<file path="config.mk">
export PLATFORM = sky130hd
export DESIGN_NAME = galaga_ship_ctrl
export DESIGN_NICKNAME = d
export VERILOG_FILES = /design/src/rtl/galaga_pkg.sv /design/src/rtl/galaga_shot_fsm.sv /design/src/rtl/galaga_ship_ctrl.sv
export SDC_FILE = /design/constraint.sdc
export NUM_CORES = 1
export LEC_CHECK = 0
export BUFFER_PORTS_ARGS = -buffer_cell sky130_fd_sc_hd__buf_2
export CAP_MARGIN = 20
export CORE_MARGIN = 2
export CORE_UTILIZATION = 40
export DETAILED_ROUTE_END_ITERATION = 10
export SYNTH_ARGS = -nofsm -noshare
export SYNTH_HDL_FRONTEND = slang
export SYNTH_SLANG_ARGS = --single-unit
</file>
<file path="constraint.sdc">
create_clock -name clk_i -period 2.1 [get_ports clk_i]
set_clock_uncertainty 0.2 [all_clocks]
set_input_delay 0.42 -clock clk_i [delete_from_list [all_inputs] [get_ports clk_i]]
set_output_delay 0.42 -clock clk_i [all_outputs]
set_load 0.01 [all_outputs]
</file>
<file path="src/rtl/galaga_pkg.sv">
// Shared types and helpers for the Galaga player-ship controller.
package galaga_pkg;

  typedef enum logic [1:0] {
    DIR_NONE  = 2'd0,
    DIR_LEFT  = 2'd1,
    DIR_RIGHT = 2'd2
  } dir_e;

  typedef enum logic {
    SHOT_IDLE = 1'b0,
    SHOT_FLY  = 1'b1
  } shot_state_e;

  // Widest column count the one-hot helper can encode; callers slice down to NPOS.
  localparam int unsigned ONEHOT_MAX = 64;

  function automatic logic [ONEHOT_MAX-1:0] idx_to_onehot(input int unsigned idx);
    logic [ONEHOT_MAX-1:0] v;
    v = '0;
    if (idx < ONEHOT_MAX) v[idx] = 1'b1;
    return v;
  endfunction

endpackage

</file>
<file path="src/rtl/galaga_shot_fsm.sv">
// Single-shot projectile: launches from the ship column on a FIRE rising edge and climbs ROWS rows.
//   state     | meaning
//   SHOT_IDLE | no shot in flight, row held at 0, column keeps last launch value
//   SHOT_FLY  | shot climbing, one row every SHOT_DIV cycles until hit or top exit
module galaga_shot_fsm
  import galaga_pkg::*;
#(
  parameter int unsigned NPOS     = 8,
  parameter int unsigned ROWS     = 4,
  parameter int unsigned SHOT_DIV = 2
) (
  input  logic                      clk_i,
  input  logic                      rst_i,
  input  logic                      fire_i,
  input  logic                      hit_i,
  input  logic [$clog2(NPOS)-1:0]   pos_idx_i,
  output logic                      shot_act_o,
  output logic [$clog2(NPOS)-1:0]   shot_col_o,
  output logic [$clog2(ROWS)-1:0]   shot_row_o,
  output logic                      shot_done_o
);

  localparam int unsigned PW  = $clog2(NPOS);
  localparam int unsigned RW  = $clog2(ROWS);
  localparam int unsigned SW  = (SHOT_DIV > 1) ? $clog2(SHOT_DIV) : 1;
  localparam logic [SW-1:0] STEP_LAST = SW'(SHOT_DIV - 1);
  localparam logic [RW-1:0] ROW_LAST  = RW'(ROWS - 1);

  shot_state_e     state_q, state_d;
  logic            fire_q;
  logic [SW-1:0]   step_q, step_d;
  logic [PW-1:0]   col_q, col_d;
  logic [RW-1:0]   row_q, row_d;
  logic            done_q, done_d;
  logic            fire_rise;

  assign fire_rise = fire_i & ~fire_q;

  always_comb begin
    state_d = state_q;
    step_d  = step_q;
    col_d   = col_q;
    row_d   = row_q;
    done_d  = 1'b0;
    case (state_q)
      SHOT_IDLE: begin
        if (fire_rise) begin
          state_d = SHOT_FLY;
          col_d   = pos_idx_i;
          row_d   = '0;
          step_d  = '0;
        end
      end
      SHOT_FLY: begin
        // A hit takes priority over leaving the top on the same edge.
        if (hit_i) begin
          state_d = SHOT_IDLE;
          row_d   = '0;
          step_d  = '0;
        end else if (step_q == STEP_LAST) begin
          step_d = '0;
          if (row_q == ROW_LAST) begin
            state_d = SHOT_IDLE;
            row_d   = '0;
            done_d  = 1'b1;
          end else begin
            row_d = row_q + RW'(1);
          end
        end else begin
          step_d = step_q + SW'(1);
        end
      end
      default: state_d = SHOT_IDLE;
    endcase
  end

  // fire_q resets high so a button held through reset is not taken as a press.
  always_ff @(posedge clk_i) begin
    if (rst_i) begin
      state_q <= SHOT_IDLE;
      fire_q  <= 1'b1;
      step_q  <= '0;
      col_q   <= '0;
      row_q   <= '0;
      done_q  <= 1'b0;
    end else begin
      state_q <= state_d;
      fire_q  <= fire_i;
      step_q  <= step_d;
      col_q   <= col_d;
      row_q   <= row_d;
      done_q  <= done_d;
    end
  end

  assign shot_act_o  = (state_q == SHOT_FLY);
  assign shot_col_o  = col_q;
  assign shot_row_o  = row_q;
  assign shot_done_o = done_q;

endmodule

</file>
<file path="src/rtl/galaga_ship_ctrl.sv">
// Player-ship column tracker with auto-repeat and saturate/wrap edges, plus the shot FSM.
module galaga_ship_ctrl
  import galaga_pkg::*;
#(
  parameter int unsigned NPOS       = 8,
  parameter int unsigned START_POS  = NPOS / 2,
  parameter bit          WRAP       = 1'b0,
  parameter int unsigned REPEAT_DIV = 4,
  parameter int unsigned ROWS       = 4,
  parameter int unsigned SHOT_DIV   = 2
) (
  input  logic                      clk_i,
  input  logic                      rst_i,
  input  logic                      left_i,
  input  logic                      right_i,
  input  logic                      fire_i,
  input  logic                      hit_i,
  output logic [NPOS-1:0]           pos_o,
  output logic [$clog2(NPOS)-1:0]   pos_idx_o,
  output logic                      shot_act_o,
  output logic [$clog2(NPOS)-1:0]   shot_col_o,
  output logic [$clog2(ROWS)-1:0]   shot_row_o,
  output logic                      shot_done_o
);

  localparam int unsigned PW  = $clog2(NPOS);
  localparam int unsigned RCW = (REPEAT_DIV > 1) ? $clog2(REPEAT_DIV) : 1;
  localparam logic [PW-1:0]  LAST_IDX  = PW'(NPOS - 1);
  localparam logic [PW-1:0]  START_IDX = PW'(START_POS);
  localparam logic [RCW-1:0] REP_LAST  = RCW'(REPEAT_DIV - 1);
  localparam logic [ONEHOT_MAX-1:0] START_OH = idx_to_onehot(START_POS);

  dir_e                  dir, prev_dir_q;
  logic                  step_due;
  logic [RCW-1:0]        rep_cnt_q, rep_cnt_d;
  logic [PW-1:0]         pos_idx_q, pos_idx_d;
  logic [NPOS-1:0]       pos_q, pos_d;
  logic [ONEHOT_MAX-1:0] pos_oh_full;

  always_comb begin
    dir = DIR_NONE;
    if (left_i && !right_i)      dir = DIR_LEFT;
    else if (right_i && !left_i) dir = DIR_RIGHT;
  end

  // New press or reversal moves at once; a held direction waits for the repeat count.
  assign step_due = (dir != DIR_NONE) &&
                    ((dir != prev_dir_q) || (rep_cnt_q == REP_LAST));

  always_comb begin
    pos_idx_d = pos_idx_q;
    rep_cnt_d = rep_cnt_q;
    if (dir == DIR_NONE) begin
      rep_cnt_d = '0;
    end else if (step_due) begin
      rep_cnt_d = '0;
      if (dir == DIR_LEFT) begin
        if (pos_idx_q != '0) pos_idx_d = pos_idx_q - PW'(1);
        else if (WRAP)       pos_idx_d = LAST_IDX;
      end else begin
        if (pos_idx_q != LAST_IDX) pos_idx_d = pos_idx_q + PW'(1);
        else if (WRAP)             pos_idx_d = '0;
      end
    end else begin
      rep_cnt_d = rep_cnt_q + RCW'(1);
    end
    pos_oh_full = idx_to_onehot(32'(pos_idx_d));
    pos_d       = pos_oh_full[NPOS-1:0];
  end

  always_ff @(posedge clk_i) begin
    if (rst_i) begin
      pos_idx_q  <= START_IDX;
      pos_q      <= START_OH[NPOS-1:0];
      rep_cnt_q  <= '0;
      prev_dir_q <= DIR_NONE;
    end else begin
      pos_idx_q  <= pos_idx_d;
      pos_q      <= pos_d;
      rep_cnt_q  <= rep_cnt_d;
      prev_dir_q <= dir;
    end
  end

  assign pos_o     = pos_q;
  assign pos_idx_o = pos_idx_q;

  // The shot latches the registered column, i.e. before any same-edge move.
  galaga_shot_fsm #(
    .NPOS     (NPOS),
    .ROWS     (ROWS),
    .SHOT_DIV (SHOT_DIV)
  ) u_shot (
    .clk_i       (clk_i),
    .rst_i       (rst_i),
    .fire_i      (fire_i),
    .hit_i       (hit_i),
    .pos_idx_i   (pos_idx_q),
    .shot_act_o  (shot_act_o),
    .shot_col_o  (shot_col_o),
    .shot_row_o  (shot_row_o),
    .shot_done_o (shot_done_o)
  );

endmodule

</file>
* Word level (Yosys, flattened, before mapping)
Index checks and enable logic that the tools add are counted.
** Storage, ports and cells
- Register bits after elaboration :: 24
- Output and inout bits :: 18
- Word-level logic and storage cells :: 66
** Operators by class
- $add $sub $neg :: 5
- $lt $le $gt $ge :: 2
- Eq/ne operators :: 7
- Muxes and demuxes :: 24
- Bitwise operators :: 4
- Reduce and logical (&&, ||, !) cells :: 14
** Operators by type and width (number)
- two-way mux 3 bit :: 5
- two-way mux 2 bit :: 6
- two-way mux 1 bit :: 9
- < comparator 3 x 7 -> 1 bit, second input constant :: 1
- != test 3 bit, second input constant :: 2
- adder 2 x 1 -> 2 bit, second input constant :: 2
- == test 2 bit, second input constant :: 2
- logical AND 1 bit :: 4
- one-hot mux 1 bit (2 select lines) :: 2
- one-hot mux 2 bit (2 select lines) :: 1
- AND reduction 2 bit :: 2
- OR reduction 4 bit :: 1
- adder 3 x 1 -> 3 bit, second input constant :: 1
- demux 1 bit (select 3 bit) :: 1
- greater-or-equal comparator 3 x 1 -> 1 bit, second input constant :: 1
- NOT 1 bit :: 3
- nonzero test 3 bit :: 1
- OR reduction 3 bit :: 1
- subtractor 3 x 1 -> 3 bit, second input constant :: 1
- == test 2 x 1 -> 1 bit, second input constant :: 1
- logical NOT 1 bit :: 2
- logical NOT 2 bit :: 1
- != test 2 x 1 -> 1 bit, second input constant :: 1
- != test 2 bit :: 1
- 4 further kinds :: 4

* Depth between registers and ports, before layout
- Word-level depth :: 13
- Mapped depth :: 8
- Depth with buffers taken out :: 7

* By module
Synthesis repeated with hierarchy kept, for this count alone.
** Second synthesis, totals
- Cell total of the unflattened synthesis :: 102
- Area, all modules :: 1084.8 um^2
** Modules (own cells, without submodules)
- galaga_ship_ctrl :: times used 1, cells each 71, area an instance 726.9 um^2
- galaga_shot_fsm :: times used 1, cells each 31, area an instance 357.8 um^2

* Worst setup path after synthesis
No wires, ideal clock.
- Kind :: reg-to-reg
- Start :: reg pos_idx_q[0], in the netlist pos_idx_o[0]
- End :: reg pos_q[5], in the netlist pos_o[5]
- Library setup time :: 0.062 ns
- Arrival :: 1.803 ns
- Required time :: 1.838 ns
- Path slack :: 0.035 ns
- Stages on the path, launching flop included :: 7
- Buffers on the path :: 0
- Clock period less this slack :: 2.065 ns
- Cells stage by stage :: dfxtp_1 inv_1 ha_1 a211oi_1 a31oi_1 o32ai_4 and4_1
** On the way
- Longest elaborated chain between the ends :: 9
** RTL lines
- start: declaration :: RTL line galaga_ship_ctrl.sv:36 : logic [PW-1:0] pos_idx_q, pos_idx_d;
- start signal: assignment :: RTL line galaga_ship_ctrl.sv:78 : pos_idx_q <= pos_idx_d;
- adder 3 x 1 -> 3 bit, or another cell as far along :: RTL line galaga_ship_ctrl.sv:61 : if (pos_idx_q != LAST_IDX) pos_idx_d = pos_idx_q + PW'(1);
- two-way mux 3 bit (on tied branches) :: RTL line galaga_ship_ctrl.sv:61, galaga_ship_ctrl.sv:58
- two-way mux 3 bit :: RTL line galaga_ship_ctrl.sv:57 : if (dir == DIR_LEFT) begin
- two-way mux 3 bit :: RTL line galaga_ship_ctrl.sv:55 : end else if (step_due) begin
- two-way mux 3 bit * :: RTL line galaga_ship_ctrl.sv:53 : if (dir == DIR_NONE) begin
- < comparator 3 x 7 -> 1 bit (implied by the code) or greater-or-equal comparator 3 x 1 -> 1 bit (tied branches) :: RTL line galaga_pkg.sv:21 : if (idx < ONEHOT_MAX) v[idx] = 1'b1;
- logical AND 1 bit (implied by the code) :: RTL line galaga_pkg.sv:21
- two-way mux 1 bit (implied by the code) :: RTL line galaga_pkg.sv:21
- demux 1 bit (select 3 bit) * :: RTL line galaga_pkg.sv:21
- end signal: assignment :: RTL line galaga_ship_ctrl.sv:74 : pos_q <= START_OH[NPOS-1:0];
- end signal: assignment :: RTL line galaga_ship_ctrl.sv:79 : pos_q <= pos_d;
- end: declaration :: RTL line galaga_ship_ctrl.sv:37 : logic [NPOS-1:0] pos_q, pos_d;
Every way passes the cells marked *; elsewhere a longest branch is shown, timed or not.
A chain may end at the register's enable or synchronous reset.

* Worst setup path in the final report
- Start :: in left_i
- End :: reg pos_q[1], in the netlist pos_o[1]
** RTL lines
- start: declaration :: RTL line galaga_ship_ctrl.sv:14 : input logic left_i,
- logical AND 1 bit * :: RTL line galaga_ship_ctrl.sv:42 : if (left_i && !right_i) dir = DIR_LEFT;
- two-way mux 2 bit * :: RTL line galaga_ship_ctrl.sv:42
- net dir[0] :: RTL line galaga_ship_ctrl.sv:33 : dir_e dir, prev_dir_q;
- != test 2 bit :: RTL line galaga_ship_ctrl.sv:48 : ((dir != prev_dir_q) || (rep_cnt_q == REP_LAST));
- logical OR 1 bit :: RTL line galaga_ship_ctrl.sv:48
- logical AND 1 bit :: RTL line galaga_ship_ctrl.sv:47 : assign step_due = (dir != DIR_NONE) &&
- two-way mux 3 bit :: RTL line galaga_ship_ctrl.sv:55
- two-way mux 3 bit * :: RTL line galaga_ship_ctrl.sv:53
- < comparator 3 x 7 -> 1 bit (implied by the code) or greater-or-equal comparator 3 x 1 -> 1 bit (tied branches) :: RTL line galaga_pkg.sv:21
- logical AND 1 bit (implied by the code) :: RTL line galaga_pkg.sv:21
- two-way mux 1 bit (implied by the code) :: RTL line galaga_pkg.sv:21
- demux 1 bit (select 3 bit) * :: RTL line galaga_pkg.sv:21
Mark *: on every way through the listed nets, which the timed path passes. The rest lies on a longest branch.

==> results.md <==
* First-pass GRT wire length at 3291 um
* Synth Instances at 98
* Critical path class: primary input to register
* Drt first pass iters at 4
* Die width at 56.79 um
* # rows at 19
* Cells on Worst Hold Path at 2
* VDD IR max at 0.4074 mV
* Yosys reg bits at 24
* Area Overhead vs Synth at 24.58%
* Chip height at 56.79 um
* Synthesized cell area at 1115 um2
* Initial antenna violation count at 0
* DRC at 0
* Reg2Reg Launch Point: pos_idx_o[1]$_SDFF_PP0_
* Cell variety after synth at 38
* Sequential area share after synthesis at 0.4310
* Hold Crit Class: primary input to register
* DR vias/cell at 4.915
* Synthesized Nets at 111
* Final HPWL DP at 1408 um
* Place WS at -0.1935 ns
* Crit end category: register
* Slew Viols, Final at 0
* Worst EP required at 2.16 ns
* Avg Inst Size Synth at 11.38 um2
* Worst-Margin Slew at 0.5454 ns
* Total GRT Usage at 0.1298
* Final period util at 0.9380
* Clk_lat worst skew at 0.31 ns
* Outcome: finished, final reports clean
* Core area at 2710 um2
* WP data arrival at 2.03 ns
* Drt total wl at 1869 um
* Die ar. at 3225 um2
* Cell depth of the worst flop-to-flop path at 8
* Worst hold slack at 0.1013 ns
* Startpoint types: primary input
* Number of I/O port buffers at 23
* TritonCTS clock tree: done
* Num CTS Buffers at 3
* Hold Crit Endpoint: u_shot.fire_q$_SDFF_PP1_
* IO Count at 24
* Max-cap violations at 0
* Slew headroom at 0.6348
* Final WS setup at 0.1301 ns
* FMAX at 0.5077 GHz
* Vias in the first global route at 727
* Yosys Warn Count at 0
* Post-route minimum period at 1.970 ns
* Non-filler cells, final at 165
* Final hold vios at 0
* Clk pin slew, worst setup/hold paths at 0.13 ns
* Layout cells sized above 1 at 0.4403
* Vias at 811
* Pin count of the biggest net entering global routing at 22
* RSZ-0062 raised after global routing: no
* Post-synth EDFFs at 0
* WL/cell at 11.33 um
* Leakage at 0.5935 nW
* Final setup fails at 0
* Worst R2R End: pos_o[2]$_SDFF_PP0_
* Pwr dens at 720.1 nW/um2
* H-tree level count at 1
* Reg2reg setup slack at 0.17 ns
* Layout net count at 148
* Post-cts hold buffer count at 0
* Initial DRC Count at 5
* Post-DRT Antenna Nets at 0
* Main synth FF type: dfxtp_1
* Total Power at 1.000 mW
* Clock buffer depth at 2
* Clk root buf: clkbuf_4
* Initial Util at 0.4114
* Clk sink count at 24
* Antenna diodes at 0
* Worst-path fanout max at 6
* Asr flop ratio synth at 0
* GP Congestion at 0.7047
* Hold path startpoint: fire_i
* GR Overflow Total at 0
* Dpl cells at 157
[power breakdown]
part / internal (mW) / switching (mW)
Clock: 0.106 / 0.132
Combinational: 0.130 / 0.132
Sequential: 0.484 / 0.0171
[worst max path at each step]
stage | depth (start not counted) | endpoint | slack, ns | startpoint
global route | 8 | pos_o[7]$_SDFF_PP0_ | 0.01 | pos_idx_o[0]$_SDFF_PP0_
finish | 8 | pos_o[1]$_SDFF_PP0_ | 0.13 | left_i
CTS | 7 | pos_o[0]$_SDFF_PP0_ | 0.04 | pos_idx_o[0]$_SDFF_PP0_
detailed placement | 8 | pos_o[2]$_SDFF_PP0_ | -0.19 | right_i
floorplan | 6 | pos_o[5]$_SDFF_PP0_ | 0.04 | pos_idx_o[0]$_SDFF_PP0_
global placement | 7 | pos_o[1]$_SDFF_PP0_ | -0.12 | left_i
[final cells by class]
cell class | instances | area [um2]
tap | 31 | 38.79
inverter | 5 | 18.77
multi-input combinational | 66 | 604.3
clock buffer | 4 | 36.28
sequential | 24 | 485.5
timing repair buffer | 35 | 205.2
fill | 240 | 1321
[what timing repair did]
item,4_1_cts,5_1_grt
gates resized for setup,0,5
endpoints found under the setup margin,3,9
pin swaps,2,2
buffers inserted,2,2
[sequential cells by signal, indices dropped and copies added, names as in the netlist]
name                cells
pos_o                   8
u_shot.step_q           1
pos_idx_o               3
rep_cnt_q               2
u_shot.shot_act_o       1
u_shot.fire_q           1
u_shot.shot_done_o      1
u_shot.shot_row_o       2
u_shot.shot_col_o       3
prev_dir_q              2
[Yosys cell counts, types with 2 or more instances]
| library cell | count | area share |
|---|---|---|
| inv_1 | 5 | 0.017 |
| nor2_1 | 8 | 0.027 |
| xnor2_2 | 2 | 0.029 |
| nand3b_1 | 4 | 0.027 |
| nor3_4 | 2 | 0.029 |
| nand2b_1 | 2 | 0.011 |
| o21ai_0 | 2 | 0.0090 |
| dfxtp_1 | 24 | 0.43 |
| nor3b_1 | 2 | 0.013 |
| mux2i_1 | 3 | 0.027 |
| nor4_2 | 2 | 0.022 |
| nand2_1 | 3 | 0.010 |
| nand4b_1 | 2 | 0.016 |
| a21oi_1 | 3 | 0.013 |
| ha_1 | 7 | 0.079 |
| nor4b_2 | 2 | 0.027 |
| nor3_1 | 3 | 0.013 |
| clkbuf_1 | 2 | 0.0067 |
[per-stage QoR]
| step | cell area, um2 | util | TNS (ns) |
|---|---|---|---|
| floorplan | 1115 | - | 0 |
| global placement | 1310 | 0.4834 | -0.9320 |
| detailed placement | 1310 | 0.4834 | -1.513 |
| CTS | 1361 | 0.5023 | 0 |
| global route | 1389 | 0.5125 | 0 |
| finish | 1389 | 0.5125 | 0 |
[cells in the final DEF, fill, tap and decap left out, drive strengths merged, types with 2 or more instances in the layout]
cell type | synthesis | layout
buf | 1 | 35
nor4b | 3 | 3
nand3b | 4 | 4
nand4b | 2 | 2
nand2 | 3 | 3
dfxtp | 24 | 24
a21oi | 3 | 3
nor2 | 8 | 8
xor2 | 2 | 2
nor3 | 5 | 5
clkbuf | 2 | 4
o21ai | 4 | 4
nor2b | 2 | 2
mux2i | 3 | 3
ha | 7 | 7
inv | 5 | 5
nor3b | 3 | 3
xnor2 | 2 | 2
nor4 | 3 | 3
nand2b | 2 | 2
[worst max-delay path, stage by stage]
cell and delay [ns]:
buf_2 0.11, ha_1 0.30, xor2_4 0.23, nor3_4 0.24, nor3_4 0.10, buf_4 0.15, xnor2_2 0.25, and4b_1 0.23
[cell families (layout without fill, tap and decap cells)]
logic type	after synthesis	after routing	synth area share
AND/OR/NAND/NOR	40	40	0.2716
flip-flops	24	24	0.4310
AO/OA/AOI/OAI	11	11	0.07969
buffers and inverters	8	44	0.03367
adder cells (fa/ha/maj)	7	7	0.07856
XOR/XNOR	4	4	0.06847
multiplexers	4	4	0.03704
[per-layer routing]
layer	global-route usage	vias up	wire length, um
met5	0	-	0
met4	0.04983	0	13
met3	0.03687	2	101
met2	0.1694	26	762
met1	0.1980	363	992
li1	-	420	-
No activity file was read; power rests on OpenSTA's default activity.
